File: config.mk
export PLATFORM = sky130hd
export DESIGN_NAME = lifo_reverser_flat
export DESIGN_NICKNAME = d
export VERILOG_FILES = /design/src/rtl/lifo_reverser_if.sv /design/src/rtl/lifo_reverser.sv /design/src/flat_wrapper.sv
export SDC_FILE = /design/constraint.sdc
export NUM_CORES = 1
export LEC_CHECK = 0
export ABC_AREA = 1
export BUFFER_PORTS_ARGS = -buffer_cell sky130_fd_sc_hd__buf_2
export CORE_MARGIN = 10
export CORE_UTILIZATION = 39
export CTS_CLUSTER_DIAMETER = 50
export DETAILED_ROUTE_END_ITERATION = 16
export MAX_ROUTING_LAYER = met4
export PLACE_DENSITY_LB_ADDON = 0.3
export REMOVE_ABC_BUFFERS = 1
export SYNTH_ARGS = -nofsm -noshare
export SYNTH_HDL_FRONTEND = slang
export SYNTH_SLANG_ARGS = --single-unit
File: constraint.sdc
create_clock -name clock -period 1.3 [get_ports clock]
set_input_delay 0.26 -clock clock [delete_from_list [all_inputs] [get_ports clock]]
set_output_delay 0.26 -clock clock [all_outputs]
set_load 0.02 [all_outputs]
File: src/rtl/lifo_reverser_if.sv
// Stream and LIFO handshake bundle for lifo_reverser.
// The reverser sits on the slave modport; the environment (source, sink, LIFO) uses master.
interface lifo_reverser_if #(
  parameter int DATA_W = 10
);
  logic              in_valid;
  logic              in_ready;
  logic [DATA_W-1:0] in_data;
  logic              in_last;

  logic              out_valid;
  logic              out_ready;
  logic [DATA_W-1:0] out_data;
  logic              out_last;

  logic              lifo_write;
  logic              lifo_read;
  logic [DATA_W-1:0] lifo_datain;
  logic [DATA_W-1:0] lifo_dataout;
  logic              lifo_val;
  logic              lifo_full;

  modport master (
    output in_valid, in_data, in_last, out_ready,
    output lifo_dataout, lifo_val, lifo_full,
    input  in_ready, out_valid, out_data, out_last,
    input  lifo_write, lifo_read, lifo_datain
  );

  modport slave (
    input  in_valid, in_data, in_last, out_ready,
    input  lifo_dataout, lifo_val, lifo_full,
    output in_ready, out_valid, out_data, out_last,
    output lifo_write, lifo_read, lifo_datain
  );
endinterface

File: src/rtl/lifo_reverser.sv
// Segment reverser: fills an external LIFO with up to LIFO_SIZE words of a segment,
// then pops them back out so each segment leaves in reverse order.
module lifo_reverser #(
  parameter int DATA_W    = 10,
  parameter int LIFO_SIZE = 6
) (
  input  logic             clock,
  input  logic             reset,
  lifo_reverser_if.slave   bus,
  output logic             busy
);

  localparam int CNT_W = $clog2(LIFO_SIZE + 1);
  localparam logic [CNT_W-1:0] CNT_MAX  = CNT_W'(LIFO_SIZE);
  localparam logic [CNT_W-1:0] CNT_LAST = CNT_W'(LIFO_SIZE - 1);
  localparam logic [CNT_W-1:0] CNT_ONE  = CNT_W'(1);

  typedef enum logic {
    FILL,
    DRAIN
  } state_e;

  state_e            state_q, state_d;
  logic [CNT_W-1:0]  cnt_q, cnt_d;
  logic              pend_q, pend_d;
  logic              pend_last_q, pend_last_d;
  logic              out_valid_q, out_valid_d;
  logic              out_last_q, out_last_d;
  logic [DATA_W-1:0] out_data_q, out_data_d;

  logic in_ready;
  logic accept;
  logic pop;
  logic out_fire;
  logic load;

  // Strobes are gated by reset so nothing reaches the LIFO while it is being cleared.
  always_comb begin
    in_ready = reset && (state_q == FILL) && (cnt_q < CNT_MAX) && !bus.lifo_full;
    accept   = bus.in_valid && in_ready;
    out_fire = out_valid_q && bus.out_ready;
    pop      = reset && (state_q == DRAIN) && (cnt_q != '0) && !pend_q &&
               (!out_valid_q || bus.out_ready);
    load     = bus.lifo_val && pend_q;
  end

  always_comb begin
    state_d     = state_q;
    cnt_d       = cnt_q;
    pend_d      = pend_q;
    pend_last_d = pend_last_q;
    out_valid_d = out_valid_q;
    out_last_d  = out_last_q;
    out_data_d  = out_data_q;

    if (accept) begin
      cnt_d = cnt_q + CNT_ONE;
    end else if (pop) begin
      cnt_d = cnt_q - CNT_ONE;
    end

    // The last-flag is decided at pop time and travels with the pending pop.
    if (pop) begin
      pend_d      = 1'b1;
      pend_last_d = (cnt_q == CNT_ONE);
    end else if (load) begin
      pend_d = 1'b0;
    end

    if (load) begin
      out_valid_d = 1'b1;
      out_data_d  = bus.lifo_dataout;
      out_last_d  = pend_last_q;
    end else if (out_fire) begin
      out_valid_d = 1'b0;
    end

    unique case (state_q)
      FILL: begin
        if (accept && (bus.in_last || (cnt_q == CNT_LAST))) begin
          state_d = DRAIN;
        end
      end
      DRAIN: begin
        if (out_fire && out_last_q) begin
          state_d = FILL;
        end
      end
      default: state_d = FILL;
    endcase
  end

  always_ff @(posedge clock or negedge reset) begin
    if (!reset) begin
      state_q     <= FILL;
      cnt_q       <= '0;
      pend_q      <= 1'b0;
      pend_last_q <= 1'b0;
      out_valid_q <= 1'b0;
      out_last_q  <= 1'b0;
      out_data_q  <= '0;
    end else begin
      state_q     <= state_d;
      cnt_q       <= cnt_d;
      pend_q      <= pend_d;
      pend_last_q <= pend_last_d;
      out_valid_q <= out_valid_d;
      out_last_q  <= out_last_d;
      out_data_q  <= out_data_d;
    end
  end

  assign bus.in_ready    = in_ready;
  assign bus.lifo_write  = accept;
  assign bus.lifo_datain = bus.in_data;
  assign bus.lifo_read   = pop;
  assign bus.out_valid   = out_valid_q;
  assign bus.out_data    = out_data_q;
  assign bus.out_last    = out_last_q;
  assign busy            = (state_q == DRAIN);

endmodule

File: src/flat_wrapper.sv
// flat-port wrapper written by rule: the top's interface ports become plain ports
module lifo_reverser_flat 
#(
  parameter int DATA_W    = 10,
  parameter int LIFO_SIZE = 6
)
  (clock, reset, busy, bus_in_valid, bus_in_data, bus_in_last, bus_out_ready, bus_lifo_dataout, bus_lifo_val, bus_lifo_full, bus_in_ready, bus_out_valid, bus_out_data, bus_out_last, bus_lifo_write, bus_lifo_read, bus_lifo_datain);
  lifo_reverser_if #(.DATA_W(DATA_W)) bus_i ();
  input  logic clock;
  input  logic reset;
  output logic busy;
  input wire logic [$bits(bus_i.in_valid)-1:0] bus_in_valid;
  input wire logic [$bits(bus_i.in_data)-1:0] bus_in_data;
  input wire logic [$bits(bus_i.in_last)-1:0] bus_in_last;
  input wire logic [$bits(bus_i.out_ready)-1:0] bus_out_ready;
  input wire logic [$bits(bus_i.lifo_dataout)-1:0] bus_lifo_dataout;
  input wire logic [$bits(bus_i.lifo_val)-1:0] bus_lifo_val;
  input wire logic [$bits(bus_i.lifo_full)-1:0] bus_lifo_full;
  output wire logic [$bits(bus_i.in_ready)-1:0] bus_in_ready;
  output wire logic [$bits(bus_i.out_valid)-1:0] bus_out_valid;
  output wire logic [$bits(bus_i.out_data)-1:0] bus_out_data;
  output wire logic [$bits(bus_i.out_last)-1:0] bus_out_last;
  output wire logic [$bits(bus_i.lifo_write)-1:0] bus_lifo_write;
  output wire logic [$bits(bus_i.lifo_read)-1:0] bus_lifo_read;
  output wire logic [$bits(bus_i.lifo_datain)-1:0] bus_lifo_datain;
  assign bus_i.in_valid = bus_in_valid;
  assign bus_i.in_data = bus_in_data;
  assign bus_i.in_last = bus_in_last;
  assign bus_i.out_ready = bus_out_ready;
  assign bus_i.lifo_dataout = bus_lifo_dataout;
  assign bus_i.lifo_val = bus_lifo_val;
  assign bus_i.lifo_full = bus_lifo_full;
  assign bus_in_ready = bus_i.in_ready;
  assign bus_out_valid = bus_i.out_valid;
  assign bus_out_data = bus_i.out_data;
  assign bus_out_last = bus_i.out_last;
  assign bus_lifo_write = bus_i.lifo_write;
  assign bus_lifo_read = bus_i.lifo_read;
  assign bus_lifo_datain = bus_i.lifo_datain;
  lifo_reverser #(.DATA_W(DATA_W), .LIFO_SIZE(LIFO_SIZE)) u_core (.clock(clock), .reset(reset), .bus(bus_i), .busy(busy));
endmodule
After elaboration in Yosys (flattened, before gate mapping)
Index checks and enable logic that the tools add are counted.

storage, ports and cells
  register bits = 18
  memories kept = 0
  memory bits (writable) = 0
  bits in latches = 0
  memory bits (read-only) = 0
  word-level logic and storage cells = 43

cells by class
  shift operators = 0
  bitwise logic cells = 1
  divide/modulo/power cells = 0
  equal/unequal tests = 2
  multiply operators = 0
  muxes and demuxes = 9
  add/subtract/negate cells = 2
  reduce and logical (&&, ||, !) cells = 21
  magnitude comparators = 1

operators by type and width
  cell                                                                    count
  1-bit logical AND                                                       12
  1-bit 2-to-1 mux                                                        6
  3-bit 2-to-1 mux                                                        2
  2-bit nonzero test                                                      3
  3-bit by 1-bit adder with 3-bit output (second input constant)          1
  3-bit by 1-bit equality test with 1-bit output (second input constant)  1
  3-bit equality test (second input constant)                             1
  1-bit logical NOT                                                       3
  3-bit < comparator (second input constant)                              1
  3-bit nonzero test                                                      1
  3-bit by 1-bit subtractor with 3-bit output (second input constant)     1
  1-bit logical OR                                                        2
  1-bit one-hot mux with 2 select lines                                   1
  1-bit NOT                                                               1

Logic depth before layout (Yosys ltp)
Gate-level depths: netlist of the first run.

  depth in word-level cells = 8
  depth in mapped cells = 7
  depth with buffers taken out = 7

Worst setup path after synthesis of the first run
OpenSTA, ideal clock, no wires.

  kind = reg-to-output
  from = reg u_core.cnt_q[0]
  to = out bus_lifo_read
  required time = 1.040 ns
  path slack = 0.004 ns
  cell stages (with the launch flop) = 6
  arrival time = 1.036 ns
  cell sequence = dfrtp_1 inv_1 ha_1 a21oi_2 nand2_2 inv_2

between the ends
  word-level cells in the longest chain between the ends = 4

ends and longest elaborated chain
  what                            line                  source
  start: declaration              lifo_reverser.sv:24   logic [CNT_W-1:0] cnt_q, cnt_d;
  start signal: assignment        lifo_reverser.sv:104  cnt_q <= cnt_d;
  3-bit nonzero test              lifo_reverser.sv:42   pop = reset && (state_q == DRAIN) && (cnt_q != '0) && !pend_q &&
  1-bit logical AND (3 in a row)  lifo_reverser.sv:42
  end: declaration                flat_wrapper.sv:24    output wire logic [$bits(bus_i.lifo_read)-1:0] bus_lifo_read;

No other way between the ends.

Final worst setup path of the first run
  from = reg u_core.cnt_q[1]
  to = out bus_lifo_read

The elaborated chain is that of the path after synthesis.

==> flow_summary.yaml, run 1 <==
timing:
  slew_headroom: 0.8571
  final.period_utilization: 1.165
  tightest_slew_ps: 214.4
  max_freq_mhz: 660.3
  skew_ps: 2.254
  min_period_ps: 1515
  fin_tns_setup_ps: -1283
  hold_viol: 0
  setup-violations-final: 8
  grt_setup_unrepaired: "yes"
  hold_slack_ps: 157.9
  slew_viol_final: 0
  setup_slack_ps: -214.6
cts:
  clk_pin_slew_ps: 90
  cts_root_buffer: "clkbuf_4"
  clk_path_buf_depth: 2
  numClockSinks: 18
  cts_buffers: 3
  cts_tree: "done"
  clk-insertion-delay-late_ps: 290
  h-tree-depth: 1
critical_path:
  crit-reg2reg-capture: "u_core.cnt_q[1]"
  critPathMaxFanout: 2
  r2r_slack_ps: -190
  critPathRequiredTime_ps: 1040
  max_stage_delay_ps: 370
  r2r-start: "u_core.cnt_q[1]"
  reg2reg_depth: 11
  end_kind: "output port"
  worstSetupPathType: "reg -> out"
  critPathTopFamily: "flip-flops"
  path_cells: "inv_2, ha_4, a21oi_4, nand2_2, inv_2, buf_6"
  critPathLaunchType: "flip-flop"
  crit_slowest_cell: "dfrtp_1"
  critPathArrivalTime_ps: 1250
  crit_buf_inv: 3
  path_common_cell: "inv_2"
grt:
  grt-ovfl-total: 0
  global_route.usage.total: 0.09755
  grt_max_degree: 18
  grt_pass1_wl_mm: 3.815
  antenna_found_initial: 0
  grt_pass1_vias: 779
detailed_routing:
  dr.pass1.iters: 4
  vias: 721
  first_iter_violations: 16
  drc: 0
  via_per_inst: 4.652
  wire_per_inst_um: 14.81
  wirelength_mm: 2.296
  drtAntennaViolNets: 0
synth:
  ys_types: 19
  synth_edf_count: 0
  synth_area_per_cell_um2: 11.13
  ys.flop_type: "dfrtp_1"
  syn_inst: 87
  async_flop_share: 1.000
  yosysMostFrequentCell: "dfrtp_1"
  synth_area_um2: 968.4
  synth-seq-area-share: 0.4651
  synthTopCellsByCount: "dfrtp_1, nand2_1, buf_4"
  yosysTopAreaCell: "dfrtp_1"
  ys_seq_elements: 18
  synth-warning-count: 0
  ys_top_cells_by_area: "dfrtp_1, mux2_4, buf_4"
  synthDominantCellAreaShare: 0.4651
hold_path:
  hold-path-cell-count: 2
  min_to: "u_core.pend_q"
  hold_class: "in -> reg"
  hp-start: "bus_lifo_val"
cells_and_area:
  layout-drive-gt1-share: 0.6299
  layout.nets: 159
  n_fill_cell: 192
  areaGrowthSynthToFinish_pct: 35.66
  diodes: 0
place:
  dp_hpwl_mm: 1.715
  place_congestion: 0.8174
  post-place-ws_ps: 1.672
  port_buffers: 32
floorplan:
  die_w_um: 69.83
  dieArea_mm2: 0.004876
  io_pins: 53
  core_mm2: 0.002297
  num_rows: 17
  die_h_um: 69.83
  start_util: 0.4216
power_and_ir_drop:
  cellLeakagePower_nw: 0.7265
  cellPowerDensity_mw_per_mm2: 2378
  ir_worst_vdd_uv: 1181
run_status:
  status: "finished, violations left"
  violations: "negative setup slack"
run:
  drv_cap: 0
-- worst max path at each step --
stage | startpoint | to | cells after the start
finish | u_core.cnt_q[1] | bus_lifo_read | 6
detailed placement | u_core.cnt_q[0] | bus_lifo_read | 6
CTS | u_core.cnt_q[1] | bus_lifo_read | 6
floorplan | u_core.cnt_q[0] | bus_lifo_read | 5
global placement | u_core.cnt_q[0] | bus_lifo_read | 6
global route | u_core.cnt_q[1] | bus_lifo_read | 6
-- cell usage in the layout (no fill, tap or decap), types with 4 or more instances in the layout --
cell	Yosys	final
nand2_1	14	12
nand3_1	6	5
buf_2	0	29
buf_6	2	5
inv_2	2	5
nand2_2	3	4
mux2_4	9	9
dfrtp_1	18	18
buf_4	10	12
-- where the power goes --
part / leakage (nW) / internal (mW) / switching (mW)
logic: 0.487 / 0.867 / 0.903
registers: 0.218 / 0.835 / 0.183
clock network: 0.0210 / 0.171 / 0.167
-- registers in the layout, indices dropped and copies added, names as in the netlist --
name and count:
u_core.pend_last_q 1, u_core.cnt_q 3, u_core.bus.out_last 1, u_core.bus.out_data 10, u_core.busy 1, u_core.bus.out_valid 1
u_core.pend_q 1
-- area by class of cell --
class	count	area, µm²	area share
sequential	18	450.4	0.3429
clock buffer	4	36.28	0.02762
timing repair buffer	48	321.6	0.2448
tap	28	35.03	0.02667
inverter	8	30.03	0.02286
multi-input combinational	49	440.4	0.3352
-- routing by layer --
metal  part of all wire  GRT usage  vias to the layer above
met2               0.50     0.1558                       33
met5                  0          -                        -
li1                   -          -                      352
met3              0.080    0.04850                        5
met4              0.019    0.04565                        0
met1               0.40    0.09746                      331
-- logic make-up after synthesis --
kind of cell / after synthesis / share of synthesized area
simple gates: 26 / 0.1318
buf+inv: 20 / 0.1318
flops: 18 / 0.4651
mux: 11 / 0.1628
compound gates: 6 / 0.03875
fa+ha+maj: 4 / 0.05168
xor+xnor: 2 / 0.01809
-- repair_timing --
action / CTS / global route
gates cloned: 0 / 0
buffers inserted: 4 / 2
pin swaps: 4 / 2
hold buffers: 1 / 0
hold endpoints to repair: 9 / 0
resized for setup: 14 / 8
setup endpoints to repair: 3 / 9
-- per-stage QoR --
stage | power [mW] | area, µm² | std cells | utilization
CTS | 3.057 | 1272 | 153 | 0.5539
global route | 3.375 | 1314 | 155 | 0.5719
finish | 3.124 | 1314 | 155 | 0.5719
detailed placement | 2.554 | 1146 | 144 | 0.4989
floorplan | 1.972 | 870.8 | 75 | -
global placement | 2.518 | 1146 | 144 | 0.4989
-- worst register-to-register path, delay by kind of cell, from the launching register on --
family / cells / cell delay (ps)
flops: 1 / 370
simple gates: 4 / 250
fa+ha+maj: 1 / 160
compound gates: 1 / 120
buf+inv: 5 / 550
Note: power is estimated with default switching activity, not from simulation.
==> inputs of run 2 (changes only) <==
--- a/config.mk
+++ b/config.mk
@@ -12,7 +12,7 @@
 export CTS_CLUSTER_DIAMETER = 50
 export DETAILED_ROUTE_END_ITERATION = 16
 export MAX_ROUTING_LAYER = met4
-export PLACE_DENSITY_LB_ADDON = 0.3
+export PLACE_DENSITY = 0.71
 export REMOVE_ABC_BUFFERS = 1
 export SYNTH_ARGS = -nofsm -noshare
 export SYNTH_HDL_FRONTEND = slang
==> run 2 against run 1 <==
The run still ends with negative setup slack left. Critical endpoint unchanged. Register-to-register slack better by 220 ps. Power grew 5.2%. Largest power group unchanged. Final cell count grew 3.2%. Core utilization up 2.2 points. Die area unchanged. Non-clock buffer count grew 5.
==> flow_summary.yaml, run 2 (same netlist as run 1, synthesis figures left out) <==
floorplan:
  dieArea_mm2: 0.004876
  die_w_um: 69.83
  io_pins: 53
  core_mm2: 0.002297
  num_rows: 17
  start_util: 0.4216
  die_h_um: 69.83
timing:
  setup_slack_ps: -243.8
  hold_viol: 0
  setup-violations-final: 3
  final.period_utilization: 1.188
  min_period_ps: 1544
  skew_ps: 14.65
  max_freq_mhz: 647.8
  tightest_slew_ps: 305.7
  slew_viol_final: 0
  hold_slack_ps: 196.0
  slew_headroom: 0.7955
  grt_setup_unrepaired: "yes"
cells_and_area:
  areaGrowthSynthToFinish_pct: 40.96
  most-common-layout-cells: "buf_2, buf_4, dfrtp_1, nand2_1, mux2_4"
  layout.nets: 164
  layout-drive-gt1-share: 0.6439
  largest_reg_flops: 10
  final_common_cell: "buf_2"
  diodes: 0
  n_fill_cell: 187
  final_area_mm2: 0.001365
detailed_routing:
  via_per_inst: 4.875
  drtAntennaViolNets: 0
  drc: 0
  first_iter_violations: 29
  dr.pass1.iters: 6
  vias: 780
  wirelength_mm: 2.453
  wire_per_inst_um: 15.33
run:
  drv_cap: 0
cts:
  cts_tree: "done"
  h-tree-depth: 1
  cts_root_buffer: "clkbuf_4"
  cts_buffers: 3
  clk_path_buf_depth: 2
  clk_pin_slew_ps: 110
  clk-insertion-delay-late_ps: 300
  numClockSinks: 18
grt:
  global_route.usage.total: 0.09600
  grt_pass1_wl_mm: 3.836
  grt_max_degree: 11
  grt_use_met1: 0.09724
  grtUsageMet3: 0.04137
  antenna_found_initial: 0
  use_met2: 0.1558
  grt-ovfl-total: 0
  top_usage_layer: "met2"
  grt_pass1_vias: 801
power_and_ir_drop:
  cellLeakagePower_nw: 0.7504
  p_total_mw: 3.287
  power_frac_clock: 0.105
  switching_share: 0.4029
  pwr-share-seq: 0.315
  power.switching_mw: 1.325
  p_comb_frac: 0.581
  cellPowerDensity_mw_per_mm2: 2408
  p_int_mw: 1.963
  ir_worst_vdd_uv: 1225
run_status:
  violations: "negative setup slack"
  status: "finished, violations left"
critical_path:
  crit-reg2reg-capture: "u_core.cnt_q[1]"
  r2r-start: "u_core.cnt_q[1]"
  reg2reg_depth: 7
  r2r_slack_ps: 30
  critPathMaxFanout: 2
  worstSetupPathType: "reg -> out"
  end_kind: "output port"
  critPathArrivalTime_ps: 1280
  critPathLaunchType: "flip-flop"
  critPathRequiredTime_ps: 1040
hold_path:
  min_to: "u_core.pend_q"
  hp-start: "bus_lifo_val"
  hold-path-cell-count: 2
  hold_class: "in -> reg"
place:
  port_buffers: 32
  dp_hpwl_mm: 1.784
  place_congestion: 0.7971
  dpl_cell_area_mm2: 0.001169
-- run 2: cell type report --
class	count	area, µm²	share of cell area
Multi-Input combinational cell	49	459.2	0.3364
Tap cell	28	35.03	0.02566
Clock buffer	4	36.28	0.02658
Inverter	8	30.03	0.02200
Timing Repair Buffer	53	354.1	0.2594
Sequential cell	18	450.4	0.3300
-- run 2: power groups by stage --
stage	Combinational, mW	Clock, mW	Sequential, mW
after global routing	2.05	0.368	1.07
after CTS	1.74	0.351	1.02
after detailed placement	1.56	0	1.02
final	1.91	0.345	1.03
after floorplan	0.697	0	1.27
after global placement	1.54	0	0.999
-- run 2: what timing repair did --
action	in CTS	in global routing
hold buffers	2	0
endpoints found under the setup margin	3	8
gates resized for setup	13	9
pin swaps	3	3
buffers inserted	5	5
hold endpoints to repair	18	0
-- run 2: worst max path at each step --
stage | start | end | slack [ps]
2_1_floorplan | u_core.cnt_q[0] | bus_lifo_read | 4
3_3_place_gp | u_core.cnt_q[0] | bus_lifo_read | 30
3_5_place_dp | u_core.cnt_q[0] | bus_lifo_read | 6
4_1_cts | u_core.cnt_q[1] | bus_lifo_read | -210
5_1_grt | u_core.cnt_q[0] | bus_lifo_read | -280
6_report | u_core.cnt_q[0] | bus_lifo_read | -240
-- run 2: metal layers --
metal  vias up  part of all wire
met4         0             0.017
met3         4             0.072
met5         -                 0
li1        362                 -
met2        32              0.51
met1       382              0.40
-- run 2: critical path, stage by stage (launching register included) --
cell	delay (ps)
dfrtp_1	380
inv_2	60
ha_4	170
a21oi_4	130
nand2_2	80
inv_2	60
buf_6	110
-- run 2: through the flow --
step | setup WS, ps | cells | util | TNS, ps
floorplan | 4.257 | 75 | - | 0
global placement | 26.42 | 147 | 0.5087 | 0
detailed placement | 6.045 | 147 | 0.5087 | 0
CTS | -211.8 | 158 | 0.5675 | -556.2
global route | -285.0 | 160 | 0.5942 | -722.0
finish | -243.8 | 160 | 0.5942 | -586.6
==> inputs of run 3 (changes only) <==
--- a/config.mk
+++ b/config.mk
@@ -8,12 +8,13 @@
 export ABC_AREA = 1
 export BUFFER_PORTS_ARGS = -buffer_cell sky130_fd_sc_hd__buf_2
 export CORE_MARGIN = 10
-export CORE_UTILIZATION = 39
+export CORE_UTILIZATION = 43
 export CTS_CLUSTER_DIAMETER = 50
 export DETAILED_ROUTE_END_ITERATION = 16
 export MAX_ROUTING_LAYER = met4
-export PLACE_DENSITY = 0.71
+export PLACE_DENSITY = 0.75
 export REMOVE_ABC_BUFFERS = 1
+export SETUP_SLACK_MARGIN = 0.5
 export SYNTH_ARGS = -nofsm -noshare
 export SYNTH_HDL_FRONTEND = slang
 export SYNTH_SLANG_ARGS = --single-unit
==> constraint.sdc (replaced) <==
create_clock -name clock -period 1.6 [get_ports clock]
set_input_delay 0.32 -clock clock [delete_from_list [all_inputs] [get_ports clock]]
set_output_delay 0.32 -clock clock [all_outputs]
set_load 0.02 [all_outputs]
==> run 3 against run 2 <==
The flow still finishes with violations (negative setup slack). First-iteration DRC count shrank 17%. Cell area grew 13%. Non-clock buffer count grew 8. Setup slack gained 210 ps. Core utilization grew 12 points. Sequential power shrank 11%. Global-route usage grew 2.4 points. Hold slack lost 140 ps. Routed wire length grew 17%. Critical endpoint unchanged. Largest cell class is now buffers. Largest power group unchanged.
==> flow_summary.yaml, run 3 (same netlist as run 1, synthesis figures left out) <==
critical_path:
  critPathTopFamily: "flip-flops"
  worstSetupPathType: "reg -> out"
  end_kind: "output port"
  max_stage_delay_ps: 400
  critPathMaxFanout: 2
  path_cells: "inv_2, ha_4, a21oi_4, nand2_2, inv_2, buf_6"
  path_common_cell: "inv_2"
  critPathRequiredTime_ps: 1280
  critPathArrivalTime_ps: 1310
  crit_buf_inv: 3
  critPathLaunchType: "flip-flop"
  crit_slowest_cell: "dfrtp_1"
cells_and_area:
  layout-drive-gt1-share: 0.7092
  diodes: 0
  most-common-layout-cells: "buf_4, buf_6, buf_2, dfrtp_1, nand2_1"
  areaGrowthSynthToFinish_pct: 59.69
  final_common_cell: "buf_4"
  largest_reg_flops: 10
  final_area_mm2: 0.001546
  n_fill_cell: 161
  instances_no_fill: 169
  layout.nets: 173
power_and_ir_drop:
  ir_worst_vdd_uv: 1251
  cellPowerDensity_mw_per_mm2: 2041
  cellLeakagePower_nw: 0.8354
cts:
  clk_pin_slew_ps: 110
  cts_buffers: 3
  clk-insertion-delay-late_ps: 300
  cts_tree: "done"
  h-tree-depth: 1
  clk_path_buf_depth: 2
  numClockSinks: 18
  cts_root_buffer: "clkbuf_4"
timing:
  min_period_ps: 1629
  grt_setup_unrepaired: "yes"
  final.period_utilization: 1.018
  hold_slack_ps: 56.17
  slew_viol_final: 0
  slew_headroom: 0.8598
  fin_tns_setup_ps: -28.82
  hold_viol: 0
  tightest_slew_ps: 209.7
  skew_ps: 9.899
  max_freq_mhz: 613.9
  setup-violations-final: 1
  setup_slack_ps: -28.82
floorplan:
  die_h_um: 67.46
  io_pins: 53
  num_rows: 17
  die_w_um: 67.46
  dieArea_mm2: 0.004550
  core_mm2: 0.002170
  start_util: 0.4464
grt:
  global_route.usage.total: 0.1196
  grt_max_degree: 16
  grt_pass1_vias: 842
  antenna_found_initial: 0
  grt-ovfl-total: 0
  grt_pass1_wl_mm: 4.002
place:
  port_buffers: 32
  place_congestion: 0.7194
  dp_hpwl_mm: 1.702
  post-place-ws_ps: 101.8
  dpl_cell_area_mm2: 0.001081
  dpl.cell_count: 137
run:
  drv_cap: 0
detailed_routing:
  wire_per_inst_um: 16.99
  first_iter_violations: 24
  wirelength_mm: 2.871
  dr.pass1.iters: 4
  drtAntennaViolNets: 0
  drc: 0
  via_per_inst: 4.846
  vias: 819
run_status:
  violations: "negative setup slack"
  status: "finished, violations left"
hold_path:
  hold_class: "in -> async"
==> run 3: power breakdown <==
part	internal (mW)	leakage [nW]	switching, mW	total, mW
Sequential	0.685	0.214	0.231	0.917
Combinational	1.13	0.600	0.821	1.95
Clock	0.139	0.0210	0.150	0.289
Total	1.95	0.835	1.20	3.16
==> run 3: final cells by class <==
type | instances | area (µm²) | share of cell area
Clock buffer | 4 | 36.28 | 0.02346
Inverter | 8 | 30.03 | 0.01942
Multi-Input combinational cell | 50 | 491.7 | 0.3180
Sequential cell | 18 | 454.2 | 0.2937
Tap cell | 28 | 35.03 | 0.02265
Timing Repair Buffer | 61 | 499.2 | 0.3228
==> run 3: final timing paths <==
path | start | to | slack [ps] | cells past startpoint
setup / recovery | u_core.cnt_q[0] | bus_lifo_read | -30 | 6
hold / removal | reset | u_core.bus.out_data[7] | 60 | 2
setup reg to reg | u_core.cnt_q[0] | u_core.cnt_q[0] | 60 | 11
hold reg to reg | u_core.pend_last_q | u_core.pend_last_q | 500 | 2
max in group asynchronous | reset | u_core.cnt_q[0] | 930 | 2
min in group clock | bus_lifo_dataout[7] | u_core.bus.out_data[7] | 240 | 2
==> run 3: timing repair <==
| item | 4_1_cts | 5_1_grt |
|---|---|---|
| pin swaps | 4 | 5 |
| setup buffers | 18 | 8 |
| setup endpoints to repair | 32 | 24 |
| gates cloned | 1 | 0 |
| hold buffers | 1 | 0 |
| hold endpoints to repair | 3 | 0 |
| gates resized for setup | 47 | 17 |
==> run 3: layer usage <==
metal	GRT usage	up-vias	share of wire
met1	0.1186	383	0.40
met4	0.05641	0	0.023
met2	0.2014	48	0.50
li1	-	382	-
met3	0.04793	6	0.079
met5	-	-	0
==> run 3: per-stage QoR <==
stage / power, mW / util
floorplan: 1.602 / -
global placement: 1.918 / 0.4983
detailed placement: 1.962 / 0.4983
CTS: 2.888 / 0.6546
global route: 3.342 / 0.7128
finish: 3.156 / 0.7128
